### config.mk
export PLATFORM = sky130hd
export DESIGN_NAME = mem_port_arbiter_flat
export DESIGN_NICKNAME = d
export VERILOG_FILES = /design/src/rtl/mem_port_arbiter_if.sv /design/src/rtl/mem_port_arbiter.sv /design/src/flat_wrapper.sv
export SDC_FILE = /design/constraint.sdc
export NUM_CORES = 1
export LEC_CHECK = 0
export CAP_MARGIN = 25
export CELL_PAD_IN_SITES_DETAIL_PLACEMENT = 0
export CELL_PAD_IN_SITES_GLOBAL_PLACEMENT = 1
export CORE_MARGIN = 1.5
export CORE_UTILIZATION = 15
export DETAILED_ROUTE_END_ITERATION = 10
export PLACE_DENSITY = 0.94
export SKIP_LAST_GASP = 1
export SYNTH_ARGS = -nofsm -noshare
export SYNTH_HDL_FRONTEND = slang
export SYNTH_SLANG_ARGS = --single-unit
### constraint.sdc
create_clock -name clk -period 2.9 [get_ports clk]
set_input_delay 0.29 -clock clk [delete_from_list [all_inputs] [get_ports clk]]
set_output_delay 0.29 -clock clk [all_outputs]
set_load 0.005 [all_outputs]
### src/rtl/mem_port_arbiter_if.sv
// mem_port_arbiter_if: fetch, load/store and memory-side signals of the shared memory port.
interface mem_port_arbiter_if;
    logic        if_req;
    logic [31:0] if_addr;
    logic        if_gnt;
    logic        if_rvalid;
    logic [31:0] if_rdata;
    logic        ls_req;
    logic        ls_we;
    logic [31:0] ls_addr;
    logic [31:0] ls_wdata;
    logic [3:0]  ls_wstrb;
    logic        ls_gnt;
    logic        ls_rvalid;
    logic [31:0] ls_rdata;
    logic        mem_req;
    logic        mem_we;
    logic [31:0] mem_addr;
    logic [31:0] mem_wdata;
    logic [3:0]  mem_wstrb;
    logic        mem_rvalid;
    logic [31:0] mem_rdata;
    logic        bus_err;

    modport slave (
        input  if_req, if_addr, ls_req, ls_we, ls_addr, ls_wdata, ls_wstrb, mem_rvalid, mem_rdata,
        output if_gnt, if_rvalid, if_rdata, ls_gnt, ls_rvalid, ls_rdata,
        output mem_req, mem_we, mem_addr, mem_wdata, mem_wstrb, bus_err
    );

    modport master (
        output if_req, if_addr, ls_req, ls_we, ls_addr, ls_wdata, ls_wstrb, mem_rvalid, mem_rdata,
        input  if_gnt, if_rvalid, if_rdata, ls_gnt, ls_rvalid, ls_rdata,
        input  mem_req, mem_we, mem_addr, mem_wdata, mem_wstrb, bus_err
    );
endinterface

### src/rtl/mem_port_arbiter.sv
// mem_port_arbiter: one-outstanding arbiter of the shared memory port, load/store priority with fetch starvation guard and timeout.
module mem_port_arbiter #(
    parameter int STARVE_MAX = 4,
    parameter int TIMEOUT    = 16
) (
    input logic clk,
    input logic rst,
    input logic en,
    mem_port_arbiter_if.slave bus
);
    typedef enum logic {IDLE, WAIT} state_t;

    localparam logic [3:0] STARVE_LIM = 4'(STARVE_MAX);
    localparam logic [7:0] WAIT_LAST  = 8'(TIMEOUT - 1);

    state_t      state_q, state_d;
    logic        owner_ls_q, owner_ls_d;
    logic        store_q, store_d;
    logic [3:0]  starve_cnt_q, starve_cnt_d;
    logic [7:0]  wait_cnt_q, wait_cnt_d;
    logic        pick_if, go_st, done;

    always_ff @(posedge clk) begin
        if (!rst) begin
            state_q      <= IDLE;
            owner_ls_q   <= 1'b0;
            store_q      <= 1'b0;
            starve_cnt_q <= '0;
            wait_cnt_q   <= '0;
        end else begin
            state_q      <= state_d;
            owner_ls_q   <= owner_ls_d;
            store_q      <= store_d;
            starve_cnt_q <= starve_cnt_d;
            wait_cnt_q   <= wait_cnt_d;
        end
    end

    always_comb begin
        state_d       = state_q;
        owner_ls_d    = owner_ls_q;
        store_d       = store_q;
        starve_cnt_d  = starve_cnt_q;
        wait_cnt_d    = wait_cnt_q;
        pick_if       = bus.if_req && (!bus.ls_req || starve_cnt_q == STARVE_LIM);
        go_st         = !pick_if && bus.ls_we;
        done          = bus.mem_rvalid || (wait_cnt_q + 8'd1 == WAIT_LAST);
        bus.if_gnt    = 1'b0;
        bus.if_rvalid = 1'b0;
        bus.if_rdata  = '0;
        bus.ls_gnt    = 1'b0;
        bus.ls_rvalid = 1'b0;
        bus.ls_rdata  = '0;
        bus.mem_req   = 1'b0;
        bus.mem_we    = 1'b0;
        bus.mem_addr  = '0;
        bus.mem_wdata = '0;
        bus.mem_wstrb = '0;
        bus.bus_err   = 1'b0;
        // Outputs stay silent while reset is held, whatever the stale state says.
        if (rst) begin
            if (state_q == IDLE) begin
                if (en && (bus.if_req || bus.ls_req)) begin
                    bus.mem_req   = 1'b1;
                    bus.if_gnt    = pick_if;
                    bus.ls_gnt    = !pick_if;
                    bus.mem_we    = go_st;
                    bus.mem_addr  = pick_if ? bus.if_addr : bus.ls_addr;
                    bus.mem_wdata = go_st ? bus.ls_wdata : '0;
                    bus.mem_wstrb = go_st ? bus.ls_wstrb : '0;
                    owner_ls_d    = !pick_if;
                    store_d       = go_st;
                    state_d       = WAIT;
                    wait_cnt_d    = '0;
                    starve_cnt_d  = (pick_if || !bus.if_req) ? '0 :
                                    (starve_cnt_q == STARVE_LIM) ? starve_cnt_q : starve_cnt_q + 4'd1;
                end
            end else begin
                wait_cnt_d = wait_cnt_q + 8'd1;
                if (done) begin
                    bus.if_rvalid = !owner_ls_q;
                    bus.ls_rvalid = owner_ls_q;
                    bus.if_rdata  = (!owner_ls_q && bus.mem_rvalid) ? bus.mem_rdata : '0;
                    bus.ls_rdata  = (owner_ls_q && !store_q && bus.mem_rvalid) ? bus.mem_rdata : '0;
                    bus.bus_err   = !bus.mem_rvalid;
                    state_d       = IDLE;
                end
            end
        end
    end
endmodule
### src/flat_wrapper.sv
// flat-port wrapper written by rule: the top's interface ports become plain ports
module mem_port_arbiter_flat 
#(
    parameter int STARVE_MAX = 4,
    parameter int TIMEOUT    = 16
)
  (clk, rst, en, bus_if_req, bus_if_addr, bus_ls_req, bus_ls_we, bus_ls_addr, bus_ls_wdata, bus_ls_wstrb, bus_mem_rvalid, bus_mem_rdata, bus_if_gnt, bus_if_rvalid, bus_if_rdata, bus_ls_gnt, bus_ls_rvalid, bus_ls_rdata, bus_mem_req, bus_mem_we, bus_mem_addr, bus_mem_wdata, bus_mem_wstrb, bus_bus_err);
  mem_port_arbiter_if bus_i ();
  input logic clk;
  input logic rst;
  input logic en;
  input wire logic [$bits(bus_i.if_req)-1:0] bus_if_req;
  input wire logic [$bits(bus_i.if_addr)-1:0] bus_if_addr;
  input wire logic [$bits(bus_i.ls_req)-1:0] bus_ls_req;
  input wire logic [$bits(bus_i.ls_we)-1:0] bus_ls_we;
  input wire logic [$bits(bus_i.ls_addr)-1:0] bus_ls_addr;
  input wire logic [$bits(bus_i.ls_wdata)-1:0] bus_ls_wdata;
  input wire logic [$bits(bus_i.ls_wstrb)-1:0] bus_ls_wstrb;
  input wire logic [$bits(bus_i.mem_rvalid)-1:0] bus_mem_rvalid;
  input wire logic [$bits(bus_i.mem_rdata)-1:0] bus_mem_rdata;
  output wire logic [$bits(bus_i.if_gnt)-1:0] bus_if_gnt;
  output wire logic [$bits(bus_i.if_rvalid)-1:0] bus_if_rvalid;
  output wire logic [$bits(bus_i.if_rdata)-1:0] bus_if_rdata;
  output wire logic [$bits(bus_i.ls_gnt)-1:0] bus_ls_gnt;
  output wire logic [$bits(bus_i.ls_rvalid)-1:0] bus_ls_rvalid;
  output wire logic [$bits(bus_i.ls_rdata)-1:0] bus_ls_rdata;
  output wire logic [$bits(bus_i.mem_req)-1:0] bus_mem_req;
  output wire logic [$bits(bus_i.mem_we)-1:0] bus_mem_we;
  output wire logic [$bits(bus_i.mem_addr)-1:0] bus_mem_addr;
  output wire logic [$bits(bus_i.mem_wdata)-1:0] bus_mem_wdata;
  output wire logic [$bits(bus_i.mem_wstrb)-1:0] bus_mem_wstrb;
  output wire logic [$bits(bus_i.bus_err)-1:0] bus_bus_err;
  assign bus_i.if_req = bus_if_req;
  assign bus_i.if_addr = bus_if_addr;
  assign bus_i.ls_req = bus_ls_req;
  assign bus_i.ls_we = bus_ls_we;
  assign bus_i.ls_addr = bus_ls_addr;
  assign bus_i.ls_wdata = bus_ls_wdata;
  assign bus_i.ls_wstrb = bus_ls_wstrb;
  assign bus_i.mem_rvalid = bus_mem_rvalid;
  assign bus_i.mem_rdata = bus_mem_rdata;
  assign bus_if_gnt = bus_i.if_gnt;
  assign bus_if_rvalid = bus_i.if_rvalid;
  assign bus_if_rdata = bus_i.if_rdata;
  assign bus_ls_gnt = bus_i.ls_gnt;
  assign bus_ls_rvalid = bus_i.ls_rvalid;
  assign bus_ls_rdata = bus_i.ls_rdata;
  assign bus_mem_req = bus_i.mem_req;
  assign bus_mem_we = bus_i.mem_we;
  assign bus_mem_addr = bus_i.mem_addr;
  assign bus_mem_wdata = bus_i.mem_wdata;
  assign bus_mem_wstrb = bus_i.mem_wstrb;
  assign bus_bus_err = bus_i.bus_err;
  mem_port_arbiter #(.STARVE_MAX(STARVE_MAX), .TIMEOUT(TIMEOUT)) u_core (.clk(clk), .rst(rst), .en(en), .bus(bus_i));
endmodule
==> summary.md <==
| Metric | Value |
|---|---|
| Distinct cells, synth | 42 |
| Initial Util | between 15 and 20% |
| Post-synthesis adder-cell area fraction | 2.579% |
| Flop-to-flop setup slack | 1.24 ns |
| Die Y | around 120 um |
| Worst r2r dst | u_core.store_q |
| Detail Placement HPWL | 10460 um |
| CTS tree | done |
| Data required, critical path | 2.61 ns |
| Pins Over Slew Limit | 0 |
| Share of the synthesized area in the top cell type | 15.47% |
| Net Switching | approximately 0.25 mW |
| Clock Pin Slew Worst Setup and Hold Paths | ~0.050 ns |
| CTS Root Cell | clkbuf_16 |
| Cells on worst reg2reg path | 7 |
| Setup Buffers After CTS | 0 |
| Synth Register Bits | 15 |
| Ranking of synthesized cells by area | dfxtp_1 (15%), nor2_1 (15%), a22o_1 (14%) |
| Worst vdd ir | about 0.23 mV |
| Wire length per cell | 17.13 um |
| Largest area contributor in the netlist | dfxtp_1 |
| Core area | 12620 um^2 |
| Vias in the first global route | 2959 |
| Fmax | 369.0 MHz |
| CTS H-Tree Depth | 1 |
| Rows | between 40 and 50 |
| CTS Buf Count | 3 |
| Mapped Nets | 446 |
| Skew final | 0.003315 ns |
| Critical path startpoint | bus_ls_req |
| Net Sw Frac | 26.62% |
| P per Cell Area | 187.7 nW/um^2 |
| Setup CP Type | in -> out |
| CP Max Fanout | 36 |
| Seq/Total Area, Yosys | 15.47% |
| CP startpoint kind | primary input |
| Clk_lat worst skew | ~0.25 ns |
| All-Layer GR Usage | between 15 and 20% |
| Net total in the final layout | 711 |
| Yosys warning total | 0 |
| Simple-gate share of the synthesized area | 46.87% |
| IO Port Bufs | approximately 280 |
| CTS Buffer Depth | 2 |
| # IOs | around 280 |
| First drt pass iteration count | 4 |
| Seq pwr share | 23.6% |
| Outcome | finished, final reports clean |
| Setup tns final | 0 ns |
| Mapped cell area | 1941 um^2 |
| Rel. slew slack | 64.89% |
| First-pass GRT wire length | 16500 um |
| Vias | about 3200 |
| Final ANT Viol Nets | 0 |
| Setup violations, final | 0 |
| Clk pwr share | 28.9% |
| Worst Hold Class | reg -> reg |
| Syn Area/Cell | 6.405 um^2 |
| Global placement routability congestion | 0.9076 |
| Initial antenna violation count | 0 |
| LEAKAGE | roughly 1.7 nW |
| Final hold viol count | 0 |
| Period minus WS final | roughly 2.7 ns |
| Max-Cap Viols | 0 |
| Synth Area in XOR/XNOR | 2.708% |
| Internal Power | just under 0.7 mW |
| Antenna diodes | 0 |
| Largest net degree at the start of global routing | 37 |
| Area Overhead vs Synth | 156.5% |
| RSZ-0062 raised after global routing | false |
| Die Area | 13630 um^2 |
| Synth Area in Compound Gates | 23.28% |
| WP data arrival | roughly 2.4 ns |
| Tot Pwr | 0.9343 mW |
| Final core occ | 39.44% |
| Period utilization | 93.45% |
| Initial drt markers | 179 |
| Fill cell total of the finished layout | 1303 |
| Chip width | 116.7 um |
| Power share of the combinational group | 47.5% |
| Via density per instance | 4.291 |
| Element type at the critical path end | output port |
| Fraction of final layout cells sized beyond drive strength 1 | 3.351% |
| Total grt overflow | 0 |
| Setup crit end | bus_mem_wdata[3] |
| Actual slew at the worst max-slew pin | 0.5267 ns |
| CTS Sinks | 15 |
| Number of remaining DRC errors | 0 |
| Largest family of logic cells by synthesized area | simple AND/OR/NAND/NOR gates |
| Crit Reg-Reg Startpoint | u_core.starve_cnt_q[0] |
| Post-Syn Instances | 303 |
| Mux share of post-synthesis cell area | less than 1% |
| Final wirelength | about 13000 um |
==> power groups by stage <==
stage               Clock [mW]  Combinational (mW)  Sequential [mW]
floorplan                    0               0.126            0.222
global route             0.291               0.471            0.221
detailed placement           0               0.441            0.225
finish                   0.270               0.444            0.221
global placement             0               0.442            0.224
CTS                      0.280               0.447            0.220
==> registers in the layout, summed over array words and instances (netlist names) <==
name,flops
u_core.starve_cnt_q,4
u_core.wait_cnt_q,8
u_core.owner_ls_q,1
u_core.store_q,1
u_core.state_q,1
==> metal layers <==
layer	GRT usage [%]	vias up	part of all wire, %
met5	0	-	0
met4	3.855	0	2.0
met3	5.138	12	10
met2	28.23	151	49
met1	18.68	1458	39
li1	-	1550	-
==> cell usage after synthesis, drive strengths merged <==
| library cell | count |
|---|---|
| a21o | 1 |
| and2 | 40 |
| o21a | 1 |
| or2 | 1 |
| nand4 | 2 |
| a211oi | 1 |
| nor2 | 76 |
| mux2i | 1 |
| inv | 5 |
| buf | 15 |
| a2bb2oi | 1 |
| o22ai | 1 |
| nor3 | 1 |
| a41oi | 1 |
| nand3 | 11 |
| a22o | 32 |
| clkinv | 1 |
| dfxtp | 15 |
| xnor2 | 5 |
| clkbuf | 9 |
| ha | 4 |
| or4bb | 1 |
| o31a | 1 |
| nor4 | 1 |
| or3b | 1 |
| o21ai | 9 |
| nand2b | 2 |
| nor3b | 1 |
| xor2 | 1 |
| a21oi | 9 |
| a31o | 1 |
| and3 | 2 |
| nand2 | 40 |
| nor4b | 1 |
| nor2b | 3 |
| a311oi | 2 |
| nand3b | 4 |
==> worst max-delay path, stage by stage <==
cell and delay, ns:
clkdlybuf4s50_1 0.56, or2_4 0.19, nand3_2 0.16, nor3b_4 0.31
buf_12 0.21, and2_1 0.14, clkdlybuf4s50_1 0.55
==> cell usage in the layout (no fill, tap or decap), types with 3 or more instances in the layout <==
master           instances
nand2_1                 40
a21oi_1                  9
xnor2_1                  5
dfxtp_1                 15
o21ai_0                  9
nand3b_1                 4
clkdlybuf4s50_1        277
a22o_1                  32
nor2_1                  75
buf_4                    3
and2_1                  40
inv_1                    5
clkbuf_16                3
ha_1                     4
nand3_1                 10
buf_12                   4
==> through the flow <==
stage / hold WS (ns) / area (um^2) / instances / setup WS, ns
after detailed placement: 0.4865 / 4893 / 735 / 0.1784
after global placement: 0.4825 / 4893 / 735 / 0.2001
final: 0.4988 / 4977 / 739 / 0.1899
after CTS: 0.5009 / 4972 / 739 / 0.1216
after floorplan: 0.4257 / 1941 / 303 / 1.209
after global routing: 0.5273 / 4977 / 739 / 0.05885
==> final cells by class <==
class	instances	area, um^2	area share, %
Clock buffer	4	78.83	1.584
Inverter	6	22.52	0.4525
Multi-Input combinational cell	258	1485	29.84
Sequential cell	15	300.3	6.033
Tap cell	172	215.2	4.324
Timing Repair Buffer	284	2875	57.77
==> kinds of logic after synthesis <==
group,Yosys count
buffers and inverters,30
adders and majority gates,4
xor gates and xnor gates,6
AOI/OAI and AO/OA,60
and+or+nand+nor,187
muxes,1
DFF,15
==> worst min path at each step <==
stage                                  end  slack, ns                    from  cells past startpoint
finish                      u_core.store_q       0.50          u_core.store_q                      1
global route                u_core.store_q       0.53          u_core.store_q                      1
CTS                         u_core.store_q       0.50          u_core.store_q                      1
detailed placement          u_core.store_q       0.49          u_core.store_q                      1
global placement    u_core.starve_cnt_q[1]       0.48  u_core.starve_cnt_q[1]                      2
floorplan                u_core.owner_ls_q       0.43                     rst                      2
==> what timing repair did <==
item | CTS | global route
hold buffers | 0 | 0
setup endpoints to repair | 0 | 2
resized for setup | 0 | 1
No activity file was read; power rests on OpenSTA's default activity.
==> patch 1, RTL diff (config.mk and constraints unchanged) <==
Make the reset (`rst`) asynchronous in one clocked block.
--- a/src/rtl/mem_port_arbiter.sv
+++ b/src/rtl/mem_port_arbiter.sv
@@ -22,3 +22,3 @@
 
-    always_ff @(posedge clk) begin
+    always_ff @(posedge clk or negedge rst) begin
         if (!rst) begin
Behaviour: no difference found for any inputs over 10 cycles, from zero or initial values and one cycle with rst low; that may be too few to reach the edited logic, so the function may still have changed.
==> patch 1 against the original RTL <==
- clock skew is essentially flat
- sequential power grew 31%
- area after synthesis grew 0.13%
- critical endpoint is now bus_mem_addr[15]
- power grew 17%
- synthesized cell count shrank 16%
- worst setup slack lost 87 ps
- routed wire length shrank 12%
- sequential cell count is the same
- final area grew 1.1%
==> patch 1: results (changes against the original RTL) <==
- The number of multi-input logic gates is 210 (-19%).
- The share of final-layout standard cells stronger than drive strength 1 was 4.00% (+0.65 points).
* Maximum clock frequency: 358 MHz (-3.1%)
* Bufs w/o clock: 289 (+1.8%)
* End point of the critical path: bus_mem_addr[15]
- The number of library cell types mapped by synthesis came to 39 (-7.1%).
* Total length of routed wires: 11100 um (-12%)
* Number of cells in the design after placement: 688 (-6.4%)
- Met3 track demand over resource in global routing: 2.88% (-2.3 points)
- Global Route Usage Sum: 13.6% (-2.4 points)
- The detailed-route wire length on metal 1 came to 4590 um (-7.7%).
- Worst-case vdd ir drop: 0.219 mV (-5.5%)
* Fill cell count: 1270 (-2.5%)
* CP Max Fanout: 17 (-53%)
- Startpoint of the worst setup timing path: u_core.starve_cnt_q[0]$_DFFE_PN0P_
* Cell area reported after detailed placement: 4900 sq um (+0.13%)
- The final setup skew is 3.24 ps (-0.0793 ps).
- The violation count after the first detailed-routing iteration is 111 (-38%).
- The leakage power total is 2.07 nW (+20%).
- Syn_nets: 399 (-11%)
- The arrival time of data at the critical path endpoint is 2510 ps (+90 ps).
- Minimum hold slack: 516 ps (+17.4 ps)
* Post-Syn Instances: 256 (-16%)
* Biggest area contributors in the synthesized netlist: sky130_fd_sc_hd__and2_1 21%, sky130_fd_sc_hd__dfrtp_1 19%, sky130_fd_sc_hd__a22o_1 14%, sky130_fd_sc_hd__and3_1 12%, sky130_fd_sc_hd__o21ai_0 3.1%
- The utilization after layout was 39.9% (+0.44 points).
- The path with the worst hold slack has its endpoint at u_core.store_q$_DFFE_PN0P_.
- Hold Path Origin: u_core.store_q$_DFFE_PN0P_
- Via count of the first global-routing pass: 2729 (-7.8%)
* Share of the final layout cell area in sequential cells: 7.46% (+1.4 points)
* Max transition margin: 63.8% (-1.1 points)
- In this run the critical register-to-register path is launched from u_core.wait_cnt_q[0]$_DFFE_PN0P_.
- Ranked by instance count, the synthesized netlist is headed by 65 x sky130_fd_sc_hd__and2_1, 37 x sky130_fd_sc_hd__and3_1, 32 x sky130_fd_sc_hd__a22o_1.
* Final HPWL from detailed placement: 9120 um (-13%)
* Vias per inst: 4.30 (+0.17%)
- The final estimated routing congestion in global placement came to 0.741 (-18%).
* Setup WS pre-CTS: 133 ps (-44.9 ps)
- The first-pass GRT wire length is 14300 um (-13%).
* Largest net degree at the start of global routing: 70 (+89%)
- Clock buffers and inverters, area share: 1.59% (+0.0075 points)
* Status: completed
- Multi-input logic portion of the cell area: 28.5% (-1.3 points)
* Cell count of the worst reg-to-reg path: 5 (-2)
patch 1: worst max-delay path: stages, from the launching register on:
cell	delay, ps
sky130_fd_sc_hd__dfrtp_1	400
sky130_fd_sc_hd__inv_1	60
sky130_fd_sc_hd__ha_1	180
sky130_fd_sc_hd__and3b_1	220
sky130_fd_sc_hd__a211oi_4	360
sky130_fd_sc_hd__buf_4	180
sky130_fd_sc_hd__buf_6	170
sky130_fd_sc_hd__a22o_1	170
sky130_fd_sc_hd__clkdlybuf4s50_1	500
patch 1: power by group:
part | internal [mW] | switching (mW) | leakage, nW
Combinational | 0.348 | 0.183 | 1.83
Clock | 0.184 | 0.0869 | 0.0409
Sequential | 0.239 | 0.0498 | 0.200
Total | 0.771 | 0.320 | 2.07
patch 1: kinds of logic after synthesis:
| kind of cell | share of synthesized area, % |
|---|---|
| buf+inv | 7.21 |
| fa+ha+maj | 2.58 |
| flops | 19.3 |
| xor+xnor | 1.35 |
| mux | 0.515 |
| simple gates | 43.5 |
| compound gates | 25.5 |
==> patch 2, RTL diff (same flow settings) <==
Made on the original files. `TIMEOUT` is set to 16 in 2 places; all go to 8.
--- a/src/rtl/mem_port_arbiter.sv
+++ b/src/rtl/mem_port_arbiter.sv
@@ -3,3 +3,3 @@
     parameter int STARVE_MAX = 4,
-    parameter int TIMEOUT    = 16
+    parameter int TIMEOUT    = 8
 ) (
--- a/src/flat_wrapper.sv
+++ b/src/flat_wrapper.sv
@@ -4,3 +4,3 @@
     parameter int STARVE_MAX = 4,
-    parameter int TIMEOUT    = 16
+    parameter int TIMEOUT    = 8
 )
Behaviour: not the same (Yosys sat finds a counterexample within 10 cycles, from zero or initial values and one cycle with rst low).
==> patch 2 against the original RTL <==
- global-route usage decreased by 0.90 points
- final area decreased by 0.50%
- worst setup slack improved by 20 ps
- routed wire length decreased by 6.9%
- power decreased by 1.4%
- critical path depth increased by 1
- sequential cell count unchanged
- area after synthesis decreased by 1.3%
- critical path type unchanged
- critical endpoint is now bus_mem_wdata[4]
==> patch 2: results (changes against the original RTL) <==
- Setup WS pre-CTS: 196 ps (+17.9 ps)
- The slack of the worst reg-to-reg path is 1180 ps (-60 ps).
- The met2 layer usage reported by global route was 27.6% (-0.62 points).
- Largest net degree at the start of global routing: 34 (-8.1%)
* Met3 track demand over resource in global routing: 2.98% (-2.2 points)
- Signal arrival time at the worst endpoint: 2400 ps (-20 ps)
* Library cells used by synthesis: 39 (-7.1%)
- The final estimated routing congestion in global placement came to 0.804 (-11%).
- Routed length per instance: 16.0 um (-6.3%)
* Nets: 707 (-0.56%)
* Worst path max stage delay: 510 ps (-50 ps)
* Syn_nets: 441 (-1.1%)
- CP Max Fanout: 32 (-11%)
- GR met1 Demand/Resource: 18.3% (-0.39 points)
* Seq/Total Area, Yosys: 15.7% (+0.20 points)
* Final HPWL from detailed placement: 9620 um (-8.0%)
- Largest clock skew in the final design: 3.55 ps (+0.238 ps)
- Via count of the first global-routing pass: 2813 (-4.9%)
- The worst relative slew slack was 65.1% (+0.16 points).
- The violation count after the first detailed-routing iteration came to 171 (-4.5%).
* Commonest cells in the synthesized netlist: 72 x sky130_fd_sc_hd__nor2_1, 42 x sky130_fd_sc_hd__nand2_1, 39 x sky130_fd_sc_hd__and2_1
* Compound-cell area share of the yosys netlist: 25.8% (+2.5 points)
- Leakage power: 1.78 nW (+3.0%)
- Mux share of post-synthesis cell area: 0.523% (+0.0067 points)
* Global Route Usage Sum: 15.1% (-0.90 points)
- Wire length of the first global-routing pass: 15800 um (-4.0%)
- The minimum clock period after layout is 2690 ps (-19.9 ps).
- The run finished with clean final reports.
- In the post-synthesis netlist, the biggest area contributors are sky130_fd_sc_hd__dfxtp_1 16%, sky130_fd_sc_hd__a22o_1 15%, sky130_fd_sc_hd__nor2_1 14%, sky130_fd_sc_hd__and2_1 13%, sky130_fd_sc_hd__nand2_1 8.2%.
- The share of final-layout standard cells stronger than drive strength 1 came to 3.91% (+0.56 points).
* Post-Synth Adder-Cell Area: 2.61% (+0.034 points)
==> patch 2: cell count changes after synthesis, sizes merged, moves of 3 or more <==
| cell | change |
|---|---|
| nand2 | +3 |
| xor2 | +4 |
| nor2 | -3 |
| a21oi | -4 |
| xnor2 | -3 |
| nand3 | -8 |
| a21boi | +4 |
==> patch 2: path summary, 6_finish.rpt <==
path | startpoint | endpoint | depth (start not counted)
min | u_core.store_q$_SDFFE_PN0P_ | u_core.store_q$_SDFFE_PN0P_ | 1
min reg2reg | u_core.store_q$_SDFFE_PN0P_ | u_core.store_q$_SDFFE_PN0P_ | 1
max reg2reg | u_core.wait_cnt_q[0]$_SDFFE_PN0P_ | u_core.state_q$_SDFF_PN0_ | 6
max | en | bus_mem_wdata[4] | 8
==> patch 2: layout make-up <==
type / instances / area, sq um / share of cell area, %
clock inverters: 1 / 5.00 / 0.101
multi-input cells: 252 / 1470 / 29.7
clock buffers: 3 / 75.1 / 1.52
repair buffers: 286 / 2870 / 57.9
well taps: 172 / 215 / 4.35
flip-flops and latches: 15 / 300 / 6.06
inverters: 6 / 22.5 / 0.455
==> patch 2: worst reg2reg max path, cell delays in order, from the launching register on <==
cell                      delay (ps)
sky130_fd_sc_hd__dfxtp_1         380
sky130_fd_sc_hd__ha_1            290
sky130_fd_sc_hd__nand3_1         130
sky130_fd_sc_hd__xor2_1          160
sky130_fd_sc_hd__a31o_2          270
sky130_fd_sc_hd__a311o_1         350
sky130_fd_sc_hd__nand2_1          80
==> patch 2: kinds of logic (layout without fill, tap and decap cells) <==
family	count (synthesis)	in the layout
AND/OR/NAND/NOR	179	179
flip-flops	15	15
adder cells (fa/ha/maj)	4	4
AO/OA/AOI/OAI	61	61
multiplexers	1	1
buffers and inverters	31	296
XOR/XNOR	7	7
==> patch 2: metal layers <==
metal / wire length, um / share of wire (%)
met3: 924 / 7.8
met4: 126 / 1.1
met2: 5900 / 50
met5: 0 / 0
met1: 4850 / 41
==> patch 2: metrics by stage <==
stage          std cells  cell area, sq um  utilization [%]  total power [mW]
2_1_floorplan        298              1920                -             0.342
6_report             735              4950             39.6             0.921
5_1_grt              735              4950             39.6             0.967
4_1_cts              735              4950             39.6             0.932
3_3_place_gp         731              4870             38.9             0.653
3_5_place_dp         731              4870             38.9             0.657
==> patch 2: power breakdown <==
part / leakage, nW / total (mW) / internal (mW) / switching [mW]
Combinational: 1.61 / 0.434 / 0.285 / 0.149
Clock: 0.0409 / 0.267 / 0.184 / 0.0831
Sequential: 0.122 / 0.220 / 0.213 / 0.00704
Total: 1.78 / 0.921 / 0.682 / 0.239
